### src/rtl/spi_dac_ctrl.sv
// SPI write engine for MCP49x2-class dual 12-bit DACs (mode 0,0), one 16-bit frame per start.
// Latency: dac_cs low 1 cycle after accept; done pulses 33*CLK_DIV+CS_GAP cycles after accept.
// Backpressure: start is taken only when idle or in the done cycle; starts while busy are dropped.
// Optional feature: define LDAC_PULSE_EN to strobe dac_ldac_n low in the done cycle.
module spi_dac_ctrl #(
    parameter int DATA_W   = 12,
    parameter int CLK_DIV  = 1,
    parameter int CS_GAP   = 2,
    parameter bit VREF_BUF = 1'b0
) (
    input  logic              clk,
    input  logic              rst,
    input  logic              start,
    input  logic              ch,
    input  logic [DATA_W-1:0] din,
    input  logic              gain_1x,
    input  logic              shdn_n,
    output logic              busy,
    output logic              done,
    output logic              dac_cs,
    output logic              dac_sclk,
    output logic              dac_sdi,
    output logic              dac_ldac_n
);

    localparam int PH_W  = (CLK_DIV > 1) ? $clog2(CLK_DIV) : 1;
    localparam int GAP_W = (CS_GAP > 1) ? $clog2(CS_GAP) : 1;
    localparam logic [PH_W-1:0]  PH_LAST  = PH_W'(CLK_DIV - 1);
    localparam logic [GAP_W-1:0] GAP_LAST = GAP_W'(CS_GAP - 1);
    // Only reachable when CS_GAP >= 2; marks the cycle before the last gap cycle.
    localparam logic [GAP_W-1:0] GAP_PEN  = GAP_W'(CS_GAP - 2);

`ifdef LDAC_PULSE_EN
    localparam bit LDAC_EN = 1'b1;
`else
    localparam bit LDAC_EN = 1'b0;
`endif

    if (DATA_W < 1 || DATA_W > 12) begin : g_bad_data_w
        $error("spi_dac_ctrl: DATA_W must be in 1..12");
    end
    if (CLK_DIV < 1) begin : g_bad_clk_div
        $error("spi_dac_ctrl: CLK_DIV must be >= 1");
    end
    if (CS_GAP < 1 || (LDAC_EN && CS_GAP < 2)) begin : g_bad_cs_gap
        $error("spi_dac_ctrl: CS_GAP too small for this configuration");
    end

    typedef enum logic [1:0] {IDLE, SHIFT, HOLD, GAP} state_t;

    state_t             state;
    logic [14:0]        sh;
    logic [3:0]         bit_cnt;
    logic [PH_W-1:0]    ph_cnt;
    logic [GAP_W-1:0]   gap_cnt;
    logic               ldac_q;
    logic [11:0]        data_field;
    logic [15:0]        frame;
    logic               accept;

    always_comb begin
        data_field = '0;
        data_field[11 -: DATA_W] = din;
        frame = {ch, VREF_BUF, gain_1x, shdn_n, data_field};
    end

    // The done cycle also accepts, so held-high start yields exactly CS_GAP cs-high cycles.
    assign accept     = start && ((state == IDLE) || done);
    assign dac_ldac_n = LDAC_EN ? ldac_q : 1'b0;

    always_ff @(posedge clk) begin
        if (rst) begin
            state    <= IDLE;
            sh       <= '0;
            bit_cnt  <= '0;
            ph_cnt   <= '0;
            gap_cnt  <= '0;
            busy     <= 1'b0;
            done     <= 1'b0;
            dac_cs   <= 1'b1;
            dac_sclk <= 1'b0;
            dac_sdi  <= 1'b0;
            ldac_q   <= 1'b1;
        end else begin
            done   <= 1'b0;
            ldac_q <= 1'b1;
            if (accept) begin
                state    <= SHIFT;
                sh       <= frame[14:0];
                dac_sdi  <= frame[15];
                dac_cs   <= 1'b0;
                dac_sclk <= 1'b0;
                bit_cnt  <= '0;
                ph_cnt   <= '0;
                gap_cnt  <= '0;
                busy     <= 1'b1;
            end else begin
                case (state)
                    IDLE: begin
                        busy <= 1'b0;
                    end
                    SHIFT: begin
                        if (ph_cnt != PH_LAST) begin
                            ph_cnt <= ph_cnt + 1'b1;
                        end else begin
                            ph_cnt <= '0;
                            if (!dac_sclk) begin
                                dac_sclk <= 1'b1;
                            end else begin
                                // Falling edge: the only place sdi is allowed to move.
                                dac_sclk <= 1'b0;
                                if (bit_cnt == 4'd15) begin
                                    state   <= HOLD;
                                    dac_sdi <= 1'b0;
                                end else begin
                                    bit_cnt <= bit_cnt + 1'b1;
                                    dac_sdi <= sh[14];
                                    sh      <= {sh[13:0], 1'b0};
                                end
                            end
                        end
                    end
                    HOLD: begin
                        if (ph_cnt != PH_LAST) begin
                            ph_cnt <= ph_cnt + 1'b1;
                        end else begin
                            ph_cnt  <= '0;
                            state   <= GAP;
                            dac_cs  <= 1'b1;
                            gap_cnt <= '0;
                            if (CS_GAP == 1) begin
                                done   <= 1'b1;
                                ldac_q <= 1'b0;
                            end
                        end
                    end
                    GAP: begin
                        if (gap_cnt == GAP_LAST) begin
                            state <= IDLE;
                            busy  <= 1'b0;
                        end else begin
                            gap_cnt <= gap_cnt + 1'b1;
                            done    <= (gap_cnt == GAP_PEN);
                            ldac_q  <= (gap_cnt != GAP_PEN);
                        end
                    end
                    default: state <= IDLE;
                endcase
            end
        end
    end

endmodule
### config.mk
export PLATFORM = sky130hd
export DESIGN_NAME = spi_dac_ctrl
export DESIGN_NICKNAME = d
export VERILOG_FILES = /design/src/rtl/spi_dac_ctrl.sv
export SDC_FILE = /design/constraint.sdc
export NUM_CORES = 1
export LEC_CHECK = 0
export ABC_AREA = 1
export BUFFER_PORTS_ARGS = -buffer_cell sky130_fd_sc_hd__buf_4
export CAP_MARGIN = 20
export CORE_ASPECT_RATIO = 0.8
export CORE_MARGIN = 4
export CORE_UTILIZATION = 53
export DETAILED_ROUTE_END_ITERATION = 16
export PLACE_DENSITY = 0.85
export SYNTH_ARGS = -nofsm -noshare
export SYNTH_HDL_FRONTEND = slang
export SYNTH_SLANG_ARGS = --single-unit
### constraint.sdc
create_clock -name clk -period 2.9 [get_ports clk]
set_clock_uncertainty 0.05 [all_clocks]
set_input_delay 0.29 -clock clk [delete_from_list [all_inputs] [get_ports clk]]
set_output_delay 0.29 -clock clk [all_outputs]
set_load 0.005 [all_outputs]
==> flow_summary.toml, run 1 <==
[outcome]
status = "finished, final reports clean"

[pwr]
peakVddDrop_mv = 0.335
power_switching_mw = 0.263
pwr-share-comb = 0.279
seq_power_share = 0.524
power.density_mw_per_mm2 = 531
p_clk_frac = 0.197
p_leak_nw = 0.679
p_sw_frac = 0.327
intPower_mw = 0.542

[drt]
first_pass_iters = 4
drtIter0Drc = 62
ant_nets = 0
drt_wl_total_um = 2500
via_per_inst = 4.62
route.detailed.drc = 0
vias = 1128
wire_per_inst_um = 10.2

[die]
start_util = 0.554
fp.coreArea_mm2 = 0.00244
dieArea_mm2 = 0.00343
rows = 16
ioPinCount = 24
die_w_um = 64.5
die_h_um = 53.2

[timing]
min_period_over_period = 0.624
report.final.slew_viol_count = 0
hold_ws_ns = 0.169
setup_tns_ns = 0
setup-violations-final = 0
fmax_ghz = 0.553
min_period_ns = 1.81
rsz0062_at_grt = "false"
hold_viol_final = 0

[logic_synthesis]
syn_area_per_cell_um2 = 7.16
yosysUniqueCellTypes = 25
ys_ff_latch = 27
synth_nets = 213
async_flop_share = 0
ys.flop_type = "dfxtp_1"
ys_warn_count = 0
synthesis.area_mm2 = 0.00135
syn_inst = 189
seq_area_frac_synth = 0.400
synth-edff-count = 0

[clock_tree]
worstSkewPairLatency_ns = 0.32
cts_tree = "yes"
cts_sinks = 27
clock_path_buffers = 2
ctsHtreeMaxLevel = 1
cts.clk_slew.worst_paths_ns = 0.13
holdBufCountCts = 0
ctsResizeCount = 0
post-cts-setup-buffers = 0
clockRootBuffer = "clkbuf_4"
cts_buffers = 3

[setup_path]
start_kind = "flip-flop"
ff2ff_setup_slack_ns = 1.09
rr_startpoint = "state[0]$_SDFFE_PP0P_"
critPathCaptureType = "flip-flop"
crit_arrival_ns = 2.03
path_class = "reg -> reg"
critPathLaunch = "state[0]$_SDFFE_PP0P_"
crit_end = "sh[11]$_SDFFE_PP0P_"
cp_slowest_cell = "dfxtp_1"
cp_max_fo = 14
crit_chain = "inv_1, ha_1, o21ai_2, nand2_4, inv_4, nand2_1, a21oi_2"
cp.required_ns = 3.12
cpPeakStageDelay_ns = 0.41
path_depth = 7
path_delay_family = "compound AO/OA/AOI/OAI gates"
r2r-end = "sh[11]$_SDFFE_PP0P_"
r2r_cells = 7
path_buf_inv = 2

[place]
detailed_place_hpwl_um = 1840
portBuffers = 22
gp_congestion = 0.788

[hold_path]
worstHoldPathType = "in -> reg"

[flow_run]
cap_violations = 0

[finish]
diodes = 0
area_growth_pct = 12.1
drive_gt1_frac = 0.192
nets = 233

[global_route]
grt.overflow.total = 0
grt_pass1_vias = 999
grt_max_degree = 18
grt_use_total = 0.155
grt_pass1_wl_um = 4210
antenna_found_initial = 0
## cell usage after synthesis (all sizes together) (4+ instances only)
master / instances / share of area
o21ai: 4 / 0.018
nand3: 4 / 0.018
buf: 7 / 0.056
nor2: 10 / 0.028
inv: 13 / 0.038
ha: 6 / 0.056
nand2: 88 / 0.26
a21oi: 24 / 0.097
dfxtp: 27 / 0.40
## sequential cells by signal (all words and copies together), names as in the netlist
register	count
dac_cs	1
sh	15
dac_sclk	1
busy	1
bit_cnt	4
gap_cnt	1
dac_sdi	1
done	1
state	2
## metrics by stage
stage                     setup WS, ns  total power, mW  cells  cell area (um^2)  utilization
after global placement            1.18            0.650    240              1490        0.610
after global routing             0.868            0.862    244              1520        0.621
after CTS                         1.09            0.812    244              1520        0.621
after floorplan                   1.33            0.617    189              1350            -
after detailed placement          1.11            0.653    240              1490        0.610
final                             1.09            0.805    244              1520        0.621
## worst register-to-register path: cells and delay by family (launching register included)
family | cells | cell delay [ns]
buffers and inverters | 2 | 0.27
AND/OR/NAND/NOR | 2 | 0.29
AO/OA/AOI/OAI | 2 | 0.51
adder cells (fa/ha/maj) | 1 | 0.22
flip-flops | 1 | 0.41
## final cells by class
type                       instances  area, um^2
sequential                        27         541
timing repair buffer              23         173
multi-input combinational        141         681
clock buffer                       4        26.3
inverter                          13        51.3
tap                               36        45.0
fill                             253         926
## worst min path at each step
| stage | start | endpoint | slack (ns) | cells after the start |
|---|---|---|---|---|
| CTS | din[0] | sh[0]$_SDFFE_PP0P_ | 0.16 | 3 |
| global placement | sh[13]$_SDFFE_PP0P_ | sh[14]$_SDFFE_PP0P_ | 0.40 | 2 |
| detailed placement | sh[8]$_SDFFE_PP0P_ | sh[8]$_SDFFE_PP0P_ | 0.41 | 2 |
| global route | rst | sh[1]$_SDFFE_PP0P_ | 0.18 | 2 |
| floorplan | din[0] | sh[0]$_SDFFE_PP0P_ | 0.39 | 2 |
| finish | din[0] | sh[0]$_SDFFE_PP0P_ | 0.17 | 3 |
## cell families after synthesis
logic type	Yosys count	synth area share
and+or+nand+nor	103	0.312
AOI/OAI and AO/OA	29	0.120
DFF	27	0.400
buffers and inverters	21	0.0971
adders and majority gates	6	0.0555
xor gates and xnor gates	2	0.0130
other	1	0.00277
## layout by cell type, fill, tap and decap left out
cell	instances
dfxtp_1	27
clkbuf_4	3
clkbuf_1	1
o21ai_2	1
inv_4	1
inv_1	10
conb_1	1
a21oi_1	21
a21oi_2	3
ha_1	6
xnor2_1	1
nor2_1	10
nand3_1	3
nand3_2	1
a21o_1	1
nand2_4	2
or2_2	1
nand2_2	3
nand2_1	83
buf_4	23
o21ai_0	3
inv_2	2
xor2_1	1
## routing by layer
layer,global-route usage,wire length [um],up-vias
li1,-,-,620
met1,0.218,1320,491
met2,0.238,1080,17
met3,0.0446,93,0
met4,0.0246,0,0
met5,0,0,-
## power by group through the flow
stage               sequential, mW  clock [mW]  combinational (mW)
finish                       0.421       0.159               0.225
global placement             0.429           0               0.221
CTS                          0.421       0.166               0.225
floorplan                    0.426           0               0.191
detailed placement           0.430           0               0.223
global route                 0.426       0.181               0.255
Power figures use the tool's default switching activity.
==> run 2, diff against run 1 <==
Clock period 2.9 ns to 1.9 ns, I/O delays scaled along.
==> flow_summary.toml, run 2 (synthesis results as in run 1) <==
[setup_path]
critPathCaptureType = "flip-flop"
path_class = "reg -> reg"
cp_max_fo = 15
ff2ff_setup_slack_ns = 0.20
crit_arrival_ns = 1.89
rr_startpoint = "state[0]$_SDFFE_PP0P_"
r2r-end = "dac_sdi$_SDFFE_PP0P_"
r2r_cells = 7
start_kind = "flip-flop"
cp.required_ns = 2.09

[finish]
area_growth_pct = 12.8
multi_input_area_um2 = 681
nFillCells = 239
nets = 234
layout_commonest_cell = "nand2_1"
largest_reg_flops = 15
largestRegisters = "sh (15), bit_cnt (4), state (2)"
layout_common_cells = "nand2_1, dfxtp_1, buf_4, a21oi_1"
diodes = 0
drive_gt1_frac = 0.201
seq_area_um2 = 541
regMostFlops = "sh"

[pwr]
intPower_mw = 0.828
p_clk_frac = 0.198
p_total_mw = 1.23
power_switching_mw = 0.406
p_leak_nw = 0.686
p_sw_frac = 0.329
peakVddDrop_mv = 0.468
pwr-share-comb = 0.281
seq_power_share = 0.522
power.density_mw_per_mm2 = 809

[die]
die_h_um = 53.2
start_util = 0.554
die_w_um = 64.5
fp.coreArea_mm2 = 0.00244
rows = 16
dieArea_mm2 = 0.00343
ioPinCount = 24

[global_route]
grt.overflow.total = 0
grt_pass1_wl_um = 4250
grt_use_total = 0.160
antenna_found_initial = 0
grt_pass1_vias = 1000
grt_max_degree = 18

[timing]
hold_viol_final = 0
setup_tns_ns = 0
hold_ws_ns = 0.0634
report.final.slew_viol_count = 0
rsz0062_at_grt = "false"
fmax_ghz = 0.588
setup_slack_ns = 0.201
min_period_over_period = 0.894
min_period_ns = 1.70
setup-violations-final = 0

[clock_tree]
holdBufCountCts = 0
cts_buffers = 3
cts_sinks = 27
post-cts-setup-buffers = 0
clockRootBuffer = "clkbuf_4"
clock_path_buffers = 2
cts.clk_slew.worst_paths_ns = 0.14
cts_tree = "yes"
ctsResizeCount = 0
worstSkewPairLatency_ns = 0.32
ctsHtreeMaxLevel = 1

[drt]
drt_wl_total_um = 2450
first_pass_iters = 4
wire_per_inst_um = 9.98
ant_nets = 0
route.detailed.drc = 0
via_per_inst = 4.69
vias = 1148
drtIter0Drc = 40

[hold_path]
hp-start = "din[0]"
worstHoldEndpoint = "sh[0]$_SDFFE_PP0P_"
worstHoldPathType = "in -> reg"
holdPathStages = 3

[flow_run]
cap_violations = 0

[place]
portBuffers = 22
detailed_place_hpwl_um = 1820
pre_cts_slack_ns = 0.194
gp_congestion = 0.811

[outcome]
status = "finished, final reports clean"
## run 2: cell type report
type                       instances  area share
timing repair buffer              24       0.118
clock inverter                     1     0.00328
multi-input combinational        141       0.446
clock buffer                       3      0.0148
sequential                        27       0.354
tap                               36      0.0295
inverter                          13      0.0336
## run 2: per-stage QoR
step / cells / util / instance area [um^2]
after global placement: 241 / 0.613 / 1500
final: 245 / 0.624 / 1530
after CTS: 245 / 0.624 / 1530
after global routing: 245 / 0.624 / 1530
after detailed placement: 241 / 0.613 / 1500
after floorplan: 189 / - / 1350
## run 2: worst max-delay path, cell delays in order (launching register included)
cell,delay (ns)
dfxtp_1,0.42
inv_1,0.10
ha_1,0.23
o21ai_2,0.29
inv_2,0.20
a21oi_1,0.16
a21o_1,0.13
inv_1,0.04
## run 2: routing by layer
| layer | wire [um] | GRT usage |
|---|---|---|
| met1 | 1280 | 0.212 |
| met2 | 1060 | 0.253 |
| met3 | 82 | 0.0382 |
| met4 | 17 | 0.0561 |
| met5 | 0 | 0 |
## run 2: power groups by stage
stage / Clock (mW) / Sequential, mW / Combinational, mW
floorplan: 0 / 0.650 / 0.291
global placement: 0 / 0.656 / 0.343
detailed placement: 0 / 0.657 / 0.349
CTS: 0.255 / 0.644 / 0.350
global route: 0.281 / 0.652 / 0.398
finish: 0.244 / 0.644 / 0.346
## run 2: how the worst max path moves through the flow
stage	to	startpoint	cells after the start	slack, ns
after detailed placement	dac_sdi$_SDFFE_PP0P_	state[0]$_SDFFE_PP0P_	7	0.19
after global placement	dac_sdi$_SDFFE_PP0P_	state[0]$_SDFFE_PP0P_	7	0.23
after global routing	sh[1]$_SDFFE_PP0P_	state[0]$_SDFFE_PP0P_	8	0.04
after CTS	dac_sdi$_SDFFE_PP0P_	state[0]$_SDFFE_PP0P_	7	0.17
final	dac_sdi$_SDFFE_PP0P_	state[0]$_SDFFE_PP0P_	7	0.20
after floorplan	sh[11]$_SDFFE_PP0P_	state[0]$_SDFFE_PP0P_	10	0.33
==> run 3, diff against run 2 <==
Settings changed: CELL_PAD_IN_SITES_DETAIL_PLACEMENT from default to 0, CELL_PAD_IN_SITES_GLOBAL_PLACEMENT from default to 2, CORE_UTILIZATION 53 to 30, PLACE_DENSITY 0.85 to 0.86.
==> flow_summary.toml, run 3 (synthesis results as in run 1) <==
[setup_path]
cpPeakStageDelay_ns = 0.39
cp_slowest_cell = "dfxtp_1"
cp_max_fo = 20
path_delay_family = "buffers and inverters"
path_buf_inv = 3
start_kind = "flip-flop"
path_class = "reg -> reg"
crit_chain = "inv_1, ha_1, o21ai_2, buf_12, nand2_4, inv_6, nand2_1, a21oi_1"
crit_arrival_ns = 1.90
cp.required_ns = 2.06
critPathCaptureType = "flip-flop"

[drt]
m1WireLength_um = 1540
vias = 1138
ant_nets = 0
via_per_inst = 4.28
route.met3.wl_um = 105
drtIter0Drc = 69
route.detailed.drc = 0
highest_layer = "met4"
first_pass_iters = 4
drt_wl_total_um = 2840
wl_met2_um = 1170
wire_per_inst_um = 10.7

[finish]
final_cells = 266
regMostFlops = "sh"
layout_commonest_cell = "nand2_1"
layout_common_cells = "nand2_1, dfxtp_1, buf_4, a21oi_1"
nFillCells = 473
drive_gt1_frac = 0.206
nets = 234
largest_reg_flops = 15
area_growth_pct = 17.5
multi_input_area_um2 = 681
seq_area_um2 = 542
diodes = 0
largestRegisters = "sh (15), bit_cnt (4), state (2)"

[place]
portBuffers = 22
detailed_place_hpwl_um = 2040
pre_cts_slack_ns = 0.168
placed_cells = 262
gp_congestion = 0.724

[clock_tree]
cts_tree = "yes"
ctsHtreeMaxLevel = 1
clockRootBuffer = "clkbuf_8"
clock_path_buffers = 2
cts_sinks = 27
cts.clk_slew.worst_paths_ns = 0.10
cts_buffers = 3
worstSkewPairLatency_ns = 0.28

[global_route]
grt.overflow.total = 0
grt_pass1_vias = 1127
grt_pass1_wl_um = 4970
grt_max_degree = 21
antenna_found_initial = 0
grt_use_total = 0.109

[timing]
hold_viol_final = 0
min_period_ns = 1.74
rsz0062_at_grt = "false"
setup_slack_ns = 0.165
fmax_ghz = 0.576
min_period_over_period = 0.913
setup_tns_ns = 0
report.final.slew_viol_count = 0
hold_ws_ns = 0.108
setup-violations-final = 0

[die]
rows = 21
die_w_um = 83.1
start_util = 0.318
dieArea_mm2 = 0.00565
die_h_um = 68.1
fp.coreArea_mm2 = 0.00426
ioPinCount = 24

[pwr]
power.density_mw_per_mm2 = 851
p_leak_nw = 0.697
peakVddDrop_mv = 0.384
p_total_mw = 1.35

[hold_path]
worstHoldPathType = "in -> reg"

[flow_run]
cap_violations = 0

[outcome]
status = "finished, final reports clean"
==> run 3: layer usage <==
metal  track usage  vias up
li1              -      620
met1         0.142      499
met2         0.175       17
met3        0.0361        2
met4        0.0306        0
met5             0        -
==> run 3: per-stage QoR <==
step / utilization / cell area [um^2]
floorplan: - / 1350
CTS: 0.372 / 1590
finish: 0.373 / 1590
detailed placement: 0.361 / 1540
global placement: 0.361 / 1540
global route: 0.373 / 1590
==> run 3: repair_timing <==
action / CTS / global route
buffers inserted: 0 / 0
gates resized for setup: 0 / 2
setup endpoints to repair: 0 / 2
hold buffers: 0 / 0
==> run 3: power by group <==
group          switching, mW  total (mW)  internal [mW]
clock network          0.193       0.342          0.149
registers             0.0297       0.643          0.613
logic                  0.220       0.367          0.147
total                  0.442        1.35          0.910
==> run 3: worst register-to-register path, cell delays in order (launching register included) <==
cell and delay (ns):
dfxtp_1 0.39, inv_1 0.10, ha_1 0.23, o21ai_2 0.19, buf_12 0.18, nand2_4 0.15
inv_6 0.15, nand2_1 0.07, a21oi_1 0.16
==> run 3: path summary, 6_finish.rpt <==
path                                       startpoint                  to  slack [ns]  cells past startpoint
worst max register to register  state[0]$_SDFFE_PP0P_  sh[4]$_SDFFE_PP0P_        0.16                      8
worst max-delay path            state[0]$_SDFFE_PP0P_  sh[4]$_SDFFE_PP0P_        0.16                      8
worst min-delay path                           din[0]  sh[0]$_SDFFE_PP0P_        0.11                      3
worst min register to register      busy$_SDFFE_PP0P_   busy$_SDFFE_PP0P_        0.42                      2
==> run 3: cell type report <==
cell class / instances / share of cell area
Multi-Input combinational cell: 141 / 0.428
Sequential cell: 27 / 0.341
Timing Repair Buffer: 24 / 0.121
Tap cell: 57 / 0.0449
Inverter: 13 / 0.0339
Clock buffer: 3 / 0.0260
Clock inverter: 1 / 0.00472
